--- src/rtl/alif_neuron_multichan_if.sv ---
// Configuration, channel and status bundle for the multi-channel ALIF neuron.
// Master drives inputs and observes outputs; the neuron attaches as slave.
interface alif_neuron_multichan_if #(
  parameter int N_CH     = 4,
  parameter int IN_BITS  = 6,
  parameter int W_BITS   = 4,
  parameter int V_BITS   = 8,
  parameter int CNT_BITS = 4
);
  logic                     enable;
  logic                     params_ready;
  logic                     input_enable;
  logic [N_CH*IN_BITS-1:0]  chan_in;
  logic [N_CH*W_BITS-1:0]   weights;
  logic [V_BITS-1:0]        leak_rate_1;
  logic [V_BITS-1:0]        leak_rate_2;
  logic [CNT_BITS-1:0]      leak_cycles_1;
  logic [CNT_BITS-1:0]      leak_cycles_2;
  logic [CNT_BITS-1:0]      refrac_period;
  logic [V_BITS-1:0]        threshold_min;
  logic                     count_clear;
  logic                     spike_out;
  logic [V_BITS-1:0]        v_mem_out;
  logic [V_BITS-1:0]        threshold_out;
  logic                     refractory;
  logic [15:0]              spike_count;

  modport master (
    output enable, params_ready, input_enable,
    output chan_in, weights,
    output leak_rate_1, leak_rate_2,
    output leak_cycles_1, leak_cycles_2,
    output refrac_period, threshold_min, count_clear,
    input  spike_out, v_mem_out, threshold_out,
    input  refractory, spike_count
  );

  modport slave (
    input  enable, params_ready, input_enable,
    input  chan_in, weights,
    input  leak_rate_1, leak_rate_2,
    input  leak_cycles_1, leak_cycles_2,
    input  refrac_period, threshold_min, count_clear,
    output spike_out, v_mem_out, threshold_out,
    output refractory, spike_count
  );
endinterface

--- src/rtl/alif_neuron_multichan.sv ---
// Multi-channel adaptive LIF neuron: weighted sum, two non-overshooting
// leaks toward threshold/2, refractory period, adaptive threshold, counter.
module alif_neuron_multichan #(
  parameter int N_CH     = 4,
  parameter int IN_BITS  = 6,
  parameter int W_BITS   = 4,
  parameter int V_BITS   = 8,
  parameter int CNT_BITS = 4,
  parameter int THR_UP   = 4,
  parameter int THR_DN   = 1
) (
  input logic                    clk,
  input logic                    reset_n,
  alif_neuron_multichan_if.slave bus
);

  localparam int SUM_W = IN_BITS + W_BITS + $clog2(N_CH) + 1;
  localparam int NV_W  = ((SUM_W > V_BITS) ? SUM_W : V_BITS) + 3;
  localparam int TW    = V_BITS + 2;
  localparam logic signed [NV_W-1:0] VMAX = NV_W'((2**V_BITS) - 1);
  localparam logic [TW-1:0]          TMAX = TW'((2**V_BITS) - 1);

  logic [V_BITS-1:0]   v_q, v_d;
  logic [V_BITS-1:0]   thr_q, thr_d;
  logic [CNT_BITS-1:0] refr_q, refr_d;
  logic [CNT_BITS-1:0] lc1_q, lc1_d;
  logic [CNT_BITS-1:0] lc2_q, lc2_d;
  logic                spk_q, spk_d;
  logic [15:0]         cnt_q, cnt_d;

  logic signed [SUM_W-1:0] prod [N_CH];
  logic signed [SUM_W-1:0] sum;

  for (genvar k = 0; k < N_CH; k++) begin : g_prod
    logic [IN_BITS-1:0] c;
    logic [W_BITS-1:0]  w;
    assign c = bus.chan_in[k*IN_BITS +: IN_BITS];
    assign w = bus.weights[k*W_BITS +: W_BITS];
    assign prod[k] =
      $signed({{(SUM_W-IN_BITS){1'b0}}, c}) *
      $signed({{(SUM_W-W_BITS){w[W_BITS-1]}}, w});
  end

  always_comb begin
    sum = '0;
    for (int i = 0; i < N_CH; i++) begin
      sum = sum + prod[i];
    end
  end

  // Step toward eq by r, stopping exactly at eq.
  function automatic logic signed [NV_W-1:0] leak_f(
    input logic signed [NV_W-1:0] v,
    input logic signed [NV_W-1:0] e,
    input logic signed [NV_W-1:0] r,
    input logic                   en
  );
    logic signed [NV_W-1:0] t;
    t = v;
    if (en && (v < e)) begin
      t = ((v + r) > e) ? e : (v + r);
    end else if (en && (v > e)) begin
      t = ((v - r) < e) ? e : (v - r);
    end
    return t;
  endfunction

  logic                   active;
  logic                   apply1, apply2;
  logic signed [NV_W-1:0] eq_s, r1_s, r2_s;
  logic signed [NV_W-1:0] nv0, nv1, nv2;
  logic [V_BITS-1:0]      v_clamp;
  logic                   fire;
  logic [TW-1:0]          thr_up, thr_max, thr_dbl, thr_dn;
  logic [V_BITS-1:0]      thr_inc, thr_dec;

  assign active = bus.enable && bus.params_ready;
  assign apply1 = (lc1_q >= bus.leak_cycles_1);
  assign apply2 = (lc2_q >= bus.leak_cycles_2);

  assign eq_s = $signed({{(NV_W-V_BITS+1){1'b0}}, thr_q[V_BITS-1:1]});
  assign r1_s = $signed({{(NV_W-V_BITS){1'b0}}, bus.leak_rate_1});
  assign r2_s = $signed({{(NV_W-V_BITS){1'b0}}, bus.leak_rate_2});

  assign nv0 = $signed({{(NV_W-V_BITS){1'b0}}, v_q}) +
               $signed({{(NV_W-SUM_W){sum[SUM_W-1]}}, sum});
  assign nv1 = leak_f(nv0, eq_s, r1_s, apply1);
  assign nv2 = leak_f(nv1, eq_s, r2_s, apply2);

  always_comb begin
    v_clamp = nv2[V_BITS-1:0];
    if (nv2 < 0) begin
      v_clamp = '0;
    end else if (nv2 > VMAX) begin
      v_clamp = VMAX[V_BITS-1:0];
    end
  end

  assign fire = (v_clamp >= thr_q) && (v_clamp != '0);

  assign thr_dbl = {1'b0, bus.threshold_min, 1'b0};
  assign thr_max = (thr_dbl > TMAX) ? TMAX : thr_dbl;
  assign thr_up  = {2'b00, thr_q} + TW'(THR_UP);
  assign thr_inc = (thr_up > thr_max) ? thr_max[V_BITS-1:0]
                                      : thr_up[V_BITS-1:0];
  assign thr_dn  = {2'b00, thr_q} - TW'(THR_DN);
  assign thr_dec =
    ($signed(thr_dn) < $signed({2'b00, bus.threshold_min}))
      ? bus.threshold_min : thr_dn[V_BITS-1:0];

  always_comb begin
    v_d    = v_q;
    thr_d  = thr_q;
    refr_d = refr_q;
    lc1_d  = lc1_q;
    lc2_d  = lc2_q;
    spk_d  = 1'b0;
    cnt_d  = cnt_q;
    if (active) begin
      lc1_d = apply1 ? '0 : lc1_q + CNT_BITS'(1);
      lc2_d = apply2 ? '0 : lc2_q + CNT_BITS'(1);
      if (refr_q != '0) begin
        refr_d = refr_q - CNT_BITS'(1);
      end else if (bus.input_enable) begin
        if (fire) begin
          spk_d  = 1'b1;
          v_d    = '0;
          refr_d = bus.refrac_period;
          thr_d  = thr_inc;
          if (cnt_q != 16'hFFFF) cnt_d = cnt_q + 16'd1;
        end else begin
          v_d = v_clamp;
          if (apply1) thr_d = thr_dec;
        end
      end
    end else if (!bus.params_ready) begin
      thr_d = bus.threshold_min;
    end
    if (bus.count_clear) cnt_d = '0;
  end

  always_ff @(posedge clk or negedge reset_n) begin
    if (!reset_n) begin
      v_q    <= '0;
      thr_q  <= '0;
      refr_q <= '0;
      lc1_q  <= '0;
      lc2_q  <= '0;
      spk_q  <= 1'b0;
      cnt_q  <= '0;
    end else begin
      v_q    <= v_d;
      thr_q  <= thr_d;
      refr_q <= refr_d;
      lc1_q  <= lc1_d;
      lc2_q  <= lc2_d;
      spk_q  <= spk_d;
      cnt_q  <= cnt_d;
    end
  end

  assign bus.spike_out     = spk_q;
  assign bus.v_mem_out     = v_q;
  assign bus.threshold_out = thr_q;
  assign bus.refractory    = (refr_q != '0);
  assign bus.spike_count   = cnt_q;

endmodule

--- src/flat_wrapper.sv ---
// flat-port wrapper written by rule: the top's interface ports become plain ports
module alif_neuron_multichan_flat 
#(
  parameter int N_CH     = 4,
  parameter int IN_BITS  = 6,
  parameter int W_BITS   = 4,
  parameter int V_BITS   = 8,
  parameter int CNT_BITS = 4,
  parameter int THR_UP   = 4,
  parameter int THR_DN   = 1
)
  (clk, reset_n, bus_enable, bus_params_ready, bus_input_enable, bus_chan_in, bus_weights, bus_leak_rate_1, bus_leak_rate_2, bus_leak_cycles_1, bus_leak_cycles_2, bus_refrac_period, bus_threshold_min, bus_count_clear, bus_spike_out, bus_v_mem_out, bus_threshold_out, bus_refractory, bus_spike_count);
  alif_neuron_multichan_if #(.N_CH(N_CH), .IN_BITS(IN_BITS), .W_BITS(W_BITS), .V_BITS(V_BITS), .CNT_BITS(CNT_BITS)) bus_i ();
  input logic clk;
  input logic reset_n;
  input wire logic [$bits(bus_i.enable)-1:0] bus_enable;
  input wire logic [$bits(bus_i.params_ready)-1:0] bus_params_ready;
  input wire logic [$bits(bus_i.input_enable)-1:0] bus_input_enable;
  input wire logic [$bits(bus_i.chan_in)-1:0] bus_chan_in;
  input wire logic [$bits(bus_i.weights)-1:0] bus_weights;
  input wire logic [$bits(bus_i.leak_rate_1)-1:0] bus_leak_rate_1;
  input wire logic [$bits(bus_i.leak_rate_2)-1:0] bus_leak_rate_2;
  input wire logic [$bits(bus_i.leak_cycles_1)-1:0] bus_leak_cycles_1;
  input wire logic [$bits(bus_i.leak_cycles_2)-1:0] bus_leak_cycles_2;
  input wire logic [$bits(bus_i.refrac_period)-1:0] bus_refrac_period;
  input wire logic [$bits(bus_i.threshold_min)-1:0] bus_threshold_min;
  input wire logic [$bits(bus_i.count_clear)-1:0] bus_count_clear;
  output wire logic [$bits(bus_i.spike_out)-1:0] bus_spike_out;
  output wire logic [$bits(bus_i.v_mem_out)-1:0] bus_v_mem_out;
  output wire logic [$bits(bus_i.threshold_out)-1:0] bus_threshold_out;
  output wire logic [$bits(bus_i.refractory)-1:0] bus_refractory;
  output wire logic [$bits(bus_i.spike_count)-1:0] bus_spike_count;
  assign bus_i.enable = bus_enable;
  assign bus_i.params_ready = bus_params_ready;
  assign bus_i.input_enable = bus_input_enable;
  assign bus_i.chan_in = bus_chan_in;
  assign bus_i.weights = bus_weights;
  assign bus_i.leak_rate_1 = bus_leak_rate_1;
  assign bus_i.leak_rate_2 = bus_leak_rate_2;
  assign bus_i.leak_cycles_1 = bus_leak_cycles_1;
  assign bus_i.leak_cycles_2 = bus_leak_cycles_2;
  assign bus_i.refrac_period = bus_refrac_period;
  assign bus_i.threshold_min = bus_threshold_min;
  assign bus_i.count_clear = bus_count_clear;
  assign bus_spike_out = bus_i.spike_out;
  assign bus_v_mem_out = bus_i.v_mem_out;
  assign bus_threshold_out = bus_i.threshold_out;
  assign bus_refractory = bus_i.refractory;
  assign bus_spike_count = bus_i.spike_count;
  alif_neuron_multichan #(.N_CH(N_CH), .IN_BITS(IN_BITS), .W_BITS(W_BITS), .V_BITS(V_BITS), .CNT_BITS(CNT_BITS), .THR_UP(THR_UP), .THR_DN(THR_DN)) u_core (.clk(clk), .reset_n(reset_n), .bus(bus_i));
endmodule
--- config.mk ---
export PLATFORM = sky130hd
export DESIGN_NAME = alif_neuron_multichan_flat
export DESIGN_NICKNAME = d
export VERILOG_FILES = /design/src/rtl/alif_neuron_multichan_if.sv /design/src/rtl/alif_neuron_multichan.sv /design/src/flat_wrapper.sv
export SDC_FILE = /design/constraint.sdc
export NUM_CORES = 1
export LEC_CHECK = 0
export ABC_AREA = 1
export CORE_ASPECT_RATIO = 0.5
export CORE_MARGIN = 10
export CORE_UTILIZATION = 30
export DETAILED_ROUTE_END_ITERATION = 7
export PLACE_DENSITY_LB_ADDON = 0.08
export SYNTH_ARGS = -nofsm -noshare
export SYNTH_HDL_FRONTEND = slang
export SYNTH_SLANG_ARGS = --single-unit
--- constraint.sdc ---
create_clock -name clk -period 13.7 [get_ports clk]
set_input_delay 2.74 -clock clk [delete_from_list [all_inputs] [get_ports clk]]
set_output_delay 2.74 -clock clk [all_outputs]
set_load 0.02 [all_outputs]
==> summary.md, run 1 <==
| Metric | Value |
|---|---|
| I/O pin count | `between 100 and 150` |
| CTS Buffer Depth | `2` |
| HPWL after DPL | `roughly 35 mm` |
| Outcome | `finished, violations left` |
| Drt total wl | `between 40 and 50 mm` |
| Die width | `slightly above 300 um` |
| Synth top area share | `21.91%` |
| Synth Cell Area | `0.01262 sq mm` |
| Crit start category | `input port` |
| WL met1 | `around 20 mm` |
| WP buf/inv | `15` |
| Critical Path RT | `approximately 14 ns` |
| Clock sinks | `45` |
| Post-Synthesis Cells | `between 1500 and 2000` |
| Placement Setup Slack | `-4.098 ns` |
| DRT Pass-1 Iters | `6` |
| Synth Register Bits | `45` |
| Gp weighted congestion | `roughly 0.84` |
| Failing checks | `setup timing` |
| Largest delay share family, worst path | `adder cells` |
| Initial Util | `just over 30%` |
| RSZ-0062 raised after global routing | `true` |
| Final Cycle Share | `120.4%` |
| Initial antenna violation count | `0` |
| Vias/cell | `approximately 4.5` |
| Setup Skew | `0.008100 ns` |
| # DRC | `0` |
| # setup viols final | `37` |
| Sequential area share after synthesis | `under 10%` |
| CTS clk-pin slew, worst paths | `0.07 ns` |
| First-pass GRT wire length | `between 60 and 70 mm` |
| Post-route minimum period | `between 15 and 20 ns` |
| Total CTS buffers | `5` |
| Area contributors post-synth | `ha_1, nand2_1, fa_1, inv_1, dfrtp_1` |
| Total track usage | `around 15%` |
| Max-cap violations | `0` |
| Metal3 WL | `1.047 mm` |
| Drt initial violations | `651` |
| Final hold vios | `0` |
| Row Count | `between 50 and 60` |
| Post-route insts no fill | `2891` |
| Crit path DAT | `roughly 17 ns` |
| Net Count, Synth | `2243` |
| Worst setup path class | `in2reg` |
| Post-synth EDFFs | `0` |
| Post-synth top flop | `dfrtp_1` |
| Vias in the first global route | `12660` |
| Port-buffer cells | `115` |
| Share of cells above drive strength 1 | `~28%` |
| Syn avg cell area | `6.744 sq um` |
| CORE AREA | `just over 0.04 sq mm` |
| CP Capture Type | `register` |
| CP dominant cell by count | `nand2_1` |
| Wire length per cell | `13.96 um` |
| Cell taking the most area after synthesis | `ha_1` |
| Worst Hold Class | `reg2reg` |
| Height of the die | `around 170 um` |
| Placed insts | `about 2800` |
| Critical path fanouts, max | `8` |
| DR vias | `approximately 13000` |
| Dpl cell area | `around 0.017 sq mm` |
| Grt total ovfl | `0` |
| H-tree levels | `2` |
| Final ANT Viol Nets | `0` |
| CP max stage delay | `0.56 ns` |
| Least-Margin Pin Slew | `about 0.93 ns` |
| Fmax | `around 0.06 GHz` |
| CTS tree | `done` |
| NumNets Final | `between 2000 and 3000` |
| Met2 wire length | `approximately 19 mm` |
| Max stage delay cell, worst path | `fa_1` |
| Utilization after layout | `44.72%` |
| Diode count | `0` |
| Slew Viols, Final | `0` |
| Synth warn | `0` |
| Count of unique library cells instantiated by Yosys | `52` |
| Design Area, Final | `around 0.018 sq mm` |
| Clk_lat worst skew | `0.29 ns` |
| Slew HR | `37.46%` |
| Post-synth ARST share | `100.0%` |
| # fillers | `between 4000 and 5000` |
| Uppermost routed layer | `met4` |
| P&R area growth vs syn | `45.27%` |
| Final worst setup slack | `-2.799 ns` |
| CTS root buffer | `clkbuf_16` |
| Die Area | `0.05116 sq mm` |
| Largest net degree at the start of global routing | `46` |
layer usage:
layer	vias up	GRT usage, %
li1	6937	-
met1	5972	20.94
met2	159	26.71
met3	15	1.035
met4	0	1.284
met5	-	0
tightest hold or removal path: cells and delay by family, from the launching register on:
family | cells | cell delay (ns)
DFF | 1 | 0.37
and+or+nand+nor | 2 | 0.11
flip-flops by register name (all words and copies together), names as in the netlist:
register and cells:
u_core.bus.spike_count 16, u_core.bus.threshold_out 8, u_core.bus.v_mem_out 8, u_core.lc1_q 4, u_core.lc2_q 4, u_core.refr_q 4, u_core.bus.spike_out 1
cell usage after synthesis (2+ instances only):
cell type    n
nand2_1    487
inv_1      326
ha_1       221
nand3_1    137
nor2_1     103
a21oi_1     88
fa_1        69
o21ai_0     68
xor2_1      51
dfrtp_1     45
xnor2_1     27
nand2_2     25
clkbuf_1    19
nand4_1     16
inv_2       15
nor3_1      14
nand2_4     13
o211ai_1    12
o21a_1      12
o31ai_1     12
or2_2       11
nand3_2     10
nor2_2       9
o21bai_1     8
nor2_4       7
o21ai_1      7
a211oi_1     6
a31oi_1      6
nand3b_1     6
a21o_1       5
a221o_1      3
buf_2        3
clkinv_1     3
nor3b_1      3
o2111ai_1    3
buf_4        2
buf_6        2
inv_4        2
nor4_1       2
repair_timing:
item / 4_1_cts / 5_1_grt
pin swaps: 74 / 83
buffers inserted: 22 / 18
hold buffers: 0 / 0
endpoints found under the setup margin: 37 / 37
gates cloned: 1 / 0
gates resized for setup: 92 / 107
final cells by class:
class,instances,area (sq um),share of cell area [%]
Clock buffer,6,138.9,0.7577
Clock inverter,2,13.76,0.07509
Inverter,346,1326,7.235
Multi-Input combinational cell,1453,10940,59.69
Sequential cell,45,1126,6.143
Tap cell,540,675.6,3.686
Timing Repair Buffer,499,4108,22.41
cell families after synthesis:
family | synth area share (%)
flip-flops | 8.924
AO/OA/AOI/OAI | 10.77
buffers and inverters | 11.46
AND/OR/NAND/NOR | 30.57
XOR/XNOR | 5.414
adder cells (fa/ha/maj) | 32.86
final timing paths:
| check | end | start | slack, ns | cells past startpoint |
|---|---|---|---|---|
| worst max-delay path | u_core.bus.spike_count[9] | bus_weights[11] | -2.80 | 77 |
| worst max register to register | u_core.bus.spike_count[9] | u_core.bus.v_mem_out[0] | 3.55 | 63 |
| worst min-delay path | u_core.refr_q[1] | u_core.refr_q[1] | 0.51 | 2 |
| max in group asynchronous | u_core.lc1_q[1] | reset_n | 10.72 | 2 |
| worst min register to register | u_core.refr_q[1] | u_core.refr_q[1] | 0.51 | 2 |
| min in group asynchronous | u_core.bus.threshold_out[5] | reset_n | 2.53 | 2 |
cell usage in the layout, fill, tap and decap left out, drive strengths merged:
cell type / count
a221oi: 1
a221o: 3
inv: 344
and2: 1
a21o: 5
nor3b: 3
dfrtp: 45
xnor2: 27
fa: 69
nand4: 16
o22ai: 1
nand3: 148
nor2: 120
o21ai: 75
a211oi: 6
nand3b: 7
dlygate4sd2: 5
nand2: 527
o21a: 12
xor2: 51
clkdlybuf4s15: 3
a21oi: 88
clkinv: 4
clkdlybuf4s50: 101
o21bai: 8
buf: 388
o211ai: 12
o31ai: 13
dlymetal6s2s: 1
nor3: 15
nor4: 2
o2111ai: 3
a31oi: 6
clkbuf: 7
a211o: 1
ha: 221
or2: 12
through the flow:
step	TNS, ns	hold WS (ns)
2_1_floorplan	-91.01	0.4647
3_3_place_gp	-143.58	0.4984
3_5_place_dp	-149.94	0.5060
4_1_cts	-110.08	0.5210
5_1_grt	-125.57	0.5493
6_report	-101.72	0.5124
Power of run 1 is not shown: default switching activity piles up to over one toggle a cycle in this logic, so the estimate is an artifact.
==> run 2: changes to the inputs <==
TNS_END_PERCENT = 20   (was not set)
==> summary.md, run 2 (synthesized netlist as in run 1, its figures left out) <==
| Metric | Value |
|---|---|
| Outcome | `finished, violations left` |
| Failing checks | `setup timing` |
| Final Cycle Share | `121.0% (+0.56 points)` |
| Slew Viols, Final | `0 (unchanged)` |
| I/O pin count | `116 (unchanged)` |
| Diode count | `0 (unchanged)` |
| Placement Setup Slack | `-4.126 ns (-0.02800 ns)` |
| Total CTS buffers | `5 (unchanged)` |
| Max stage delay cell, worst path | `fa_1` |
| # DRC | `0 (unchanged)` |
| CP max stage delay | `0.55 ns (about the same)` |
| Critical Path RT | `13.93 ns (about the same)` |
| Slew HR | `42.17% (+4.7 points)` |
| Final worst setup slack | `-2.876 ns (-0.07683 ns)` |
| Final hold vios | `0 (unchanged)` |
| Crit path DAT | `16.81 ns (+0.08 ns)` |
| Worst setup path class | `in2reg` |
| CORE AREA | `0.04099 sq mm (unchanged)` |
| Most common cell after layout, fill and taps aside | `nand2_1` |
| Gp weighted congestion | `0.8519 (+0.83%)` |
| CP Capture Type | `register` |
| Critical path fanouts, max | `8 (unchanged)` |
| FF+latch area | `0.001126 sq mm (unchanged)` |
| Vias/cell | `4.481 (-0.98%)` |
| WP buf/inv | `13 (-2)` |
| First-pass GRT wire length | `64.93 mm (+1.4%)` |
| Wire length per cell | `13.84 um (-0.86%)` |
| RSZ-0062 raised after global routing | `true` |
| CTS tree | `done` |
| Drt total wl | `39.97 mm (-1.0%)` |
| NumNets Final | `2718 (-0.15%)` |
| Vias in the first global route | `12830 (+1.3%)` |
| Row Count | `52 (unchanged)` |
| Clock sinks | `45 (unchanged)` |
| Setup Skew | `0.006778 ns (-0.001322 ns)` |
| Post-route minimum period | `16.58 ns (+0.07683 ns)` |
| Clk_lat worst skew | `0.29 ns (about the same)` |
| Fmax | `0.06033 GHz (-0.46%)` |
| CTS root buffer | `clkbuf_16` |
| Crit start category | `input port` |
| HPWL after DPL | `34.64 mm (-0.22%)` |
| # setup viols final | `37 (unchanged)` |
| Grt total ovfl | `0 (unchanged)` |
| Worst Hold Class | `reg2reg` |
| Final ANT Viol Nets | `0 (unchanged)` |
| R2r setup slk | `3.44 ns (-0.11 ns)` |
| # fillers | `4321 (+0.84%)` |
| Share of cells above drive strength 1 | `26.37% (-1.4 points)` |
| Drt initial violations | `576 (-12%)` |
| H-tree levels | `2 (unchanged)` |
| CP dominant cell by count | `o21a_1` |
| DRT Pass-1 Iters | `5 (-1)` |
| Largest delay share family, worst path | `adder cells` |
| Area of the multi-input gates | `0.01081 sq mm (-1.2%)` |
| CTS Hold Bufs | `0 (unchanged)` |
| Max-cap violations | `0 (unchanged)` |
| Least-Margin Pin Slew | `0.8635 ns (-0.07031 ns)` |
| DR vias | `12940 (-1.1%)` |
| Die Area | `0.05116 sq mm (unchanged)` |
| Initial Util | `30.78% (unchanged)` |
| Max FFs per register | `16 (unchanged)` |
| Largest net degree at the start of global routing | `46 (unchanged)` |
| CTS clk-pin slew, worst paths | `0.06 ns (about the same)` |
| P&R area growth vs syn | `44.24%` |
| CTS Buffer Depth | `2 (unchanged)` |
| Port-buffer cells | `115 (unchanged)` |
| Total track usage | `15.40% (+0.20 points)` |
| Die width | `310.0 um (unchanged)` |
| Height of the die | `165.0 um (unchanged)` |
| Initial antenna violation count | `0 (unchanged)` |
| Most frequent cells in the layout | `nand2_1, buf_4, inv_1, ha_1, nand3_1` |
[run 2: worst min-delay path, cell delays in order, from the launching register on]
cell	delay, ns
dfrtp_1	0.36
nand2_1	0.06
nand2_1	0.05
[run 2: per-layer routing]
| layer | routed length (um) | GRT usage (%) | share of wire [%] | vias to the layer above |
|---|---|---|---|---|
| met1 | 19720 | 21.11 | 49 | 5813 |
| li1 | - | - | - | 6933 |
| met2 | 18720 | 26.76 | 47 | 167 |
| met5 | 0 | 0 | 0 | - |
| met4 | 394 | 1.763 | 0.99 | 0 |
| met3 | 1135 | 1.304 | 2.8 | 24 |
[run 2: through the flow]
stage / area [sq um] / hold WS [ns] / std cells / util, % / setup TNS, ns
floorplan: 12830 / 0.4647 / 1871 / - / -91.02
global placement: 17070 / 0.4948 / 2841 / 41.65 / -144.37
detailed placement: 17070 / 0.4936 / 2841 / 41.65 / -150.48
CTS: 17590 / 0.5071 / 2867 / 42.91 / -110.49
global route: 18200 / 0.5379 / 2887 / 44.40 / -131.47
finish: 18200 / 0.5003 / 2887 / 44.40 / -104.15
[run 2: worst paths after layout]
kind / from / to / cells past startpoint
min reg2reg: u_core.refr_q[1] / u_core.refr_q[1] / 2
max in group asynchronous: reset_n / u_core.bus.spike_count[6] / 2
max reg2reg: u_core.bus.v_mem_out[0] / u_core.bus.spike_count[9] / 61
min: u_core.refr_q[1] / u_core.refr_q[1] / 2
min in group asynchronous: reset_n / u_core.bus.threshold_out[1] / 2
max: bus_weights[3] / u_core.bus.spike_count[9] / 73
[run 2: repair_timing]
action                     CTS  global route
setup buffers               18            19
resized for setup           74            88
setup endpoints to repair   37            37
cloned                       0             1
pin swaps                   76           120
[run 2: cell type report]
cell class              instances  area share [%]
inverters                     346           7.287
flip-flops and latches         45           6.187
well taps                     540           3.712
clock inverters                 3          0.3781
repair buffers                495           22.38
clock buffers                   5          0.6874
multi-input cells            1453           59.37
Power of run 2 is left out for the same reason.
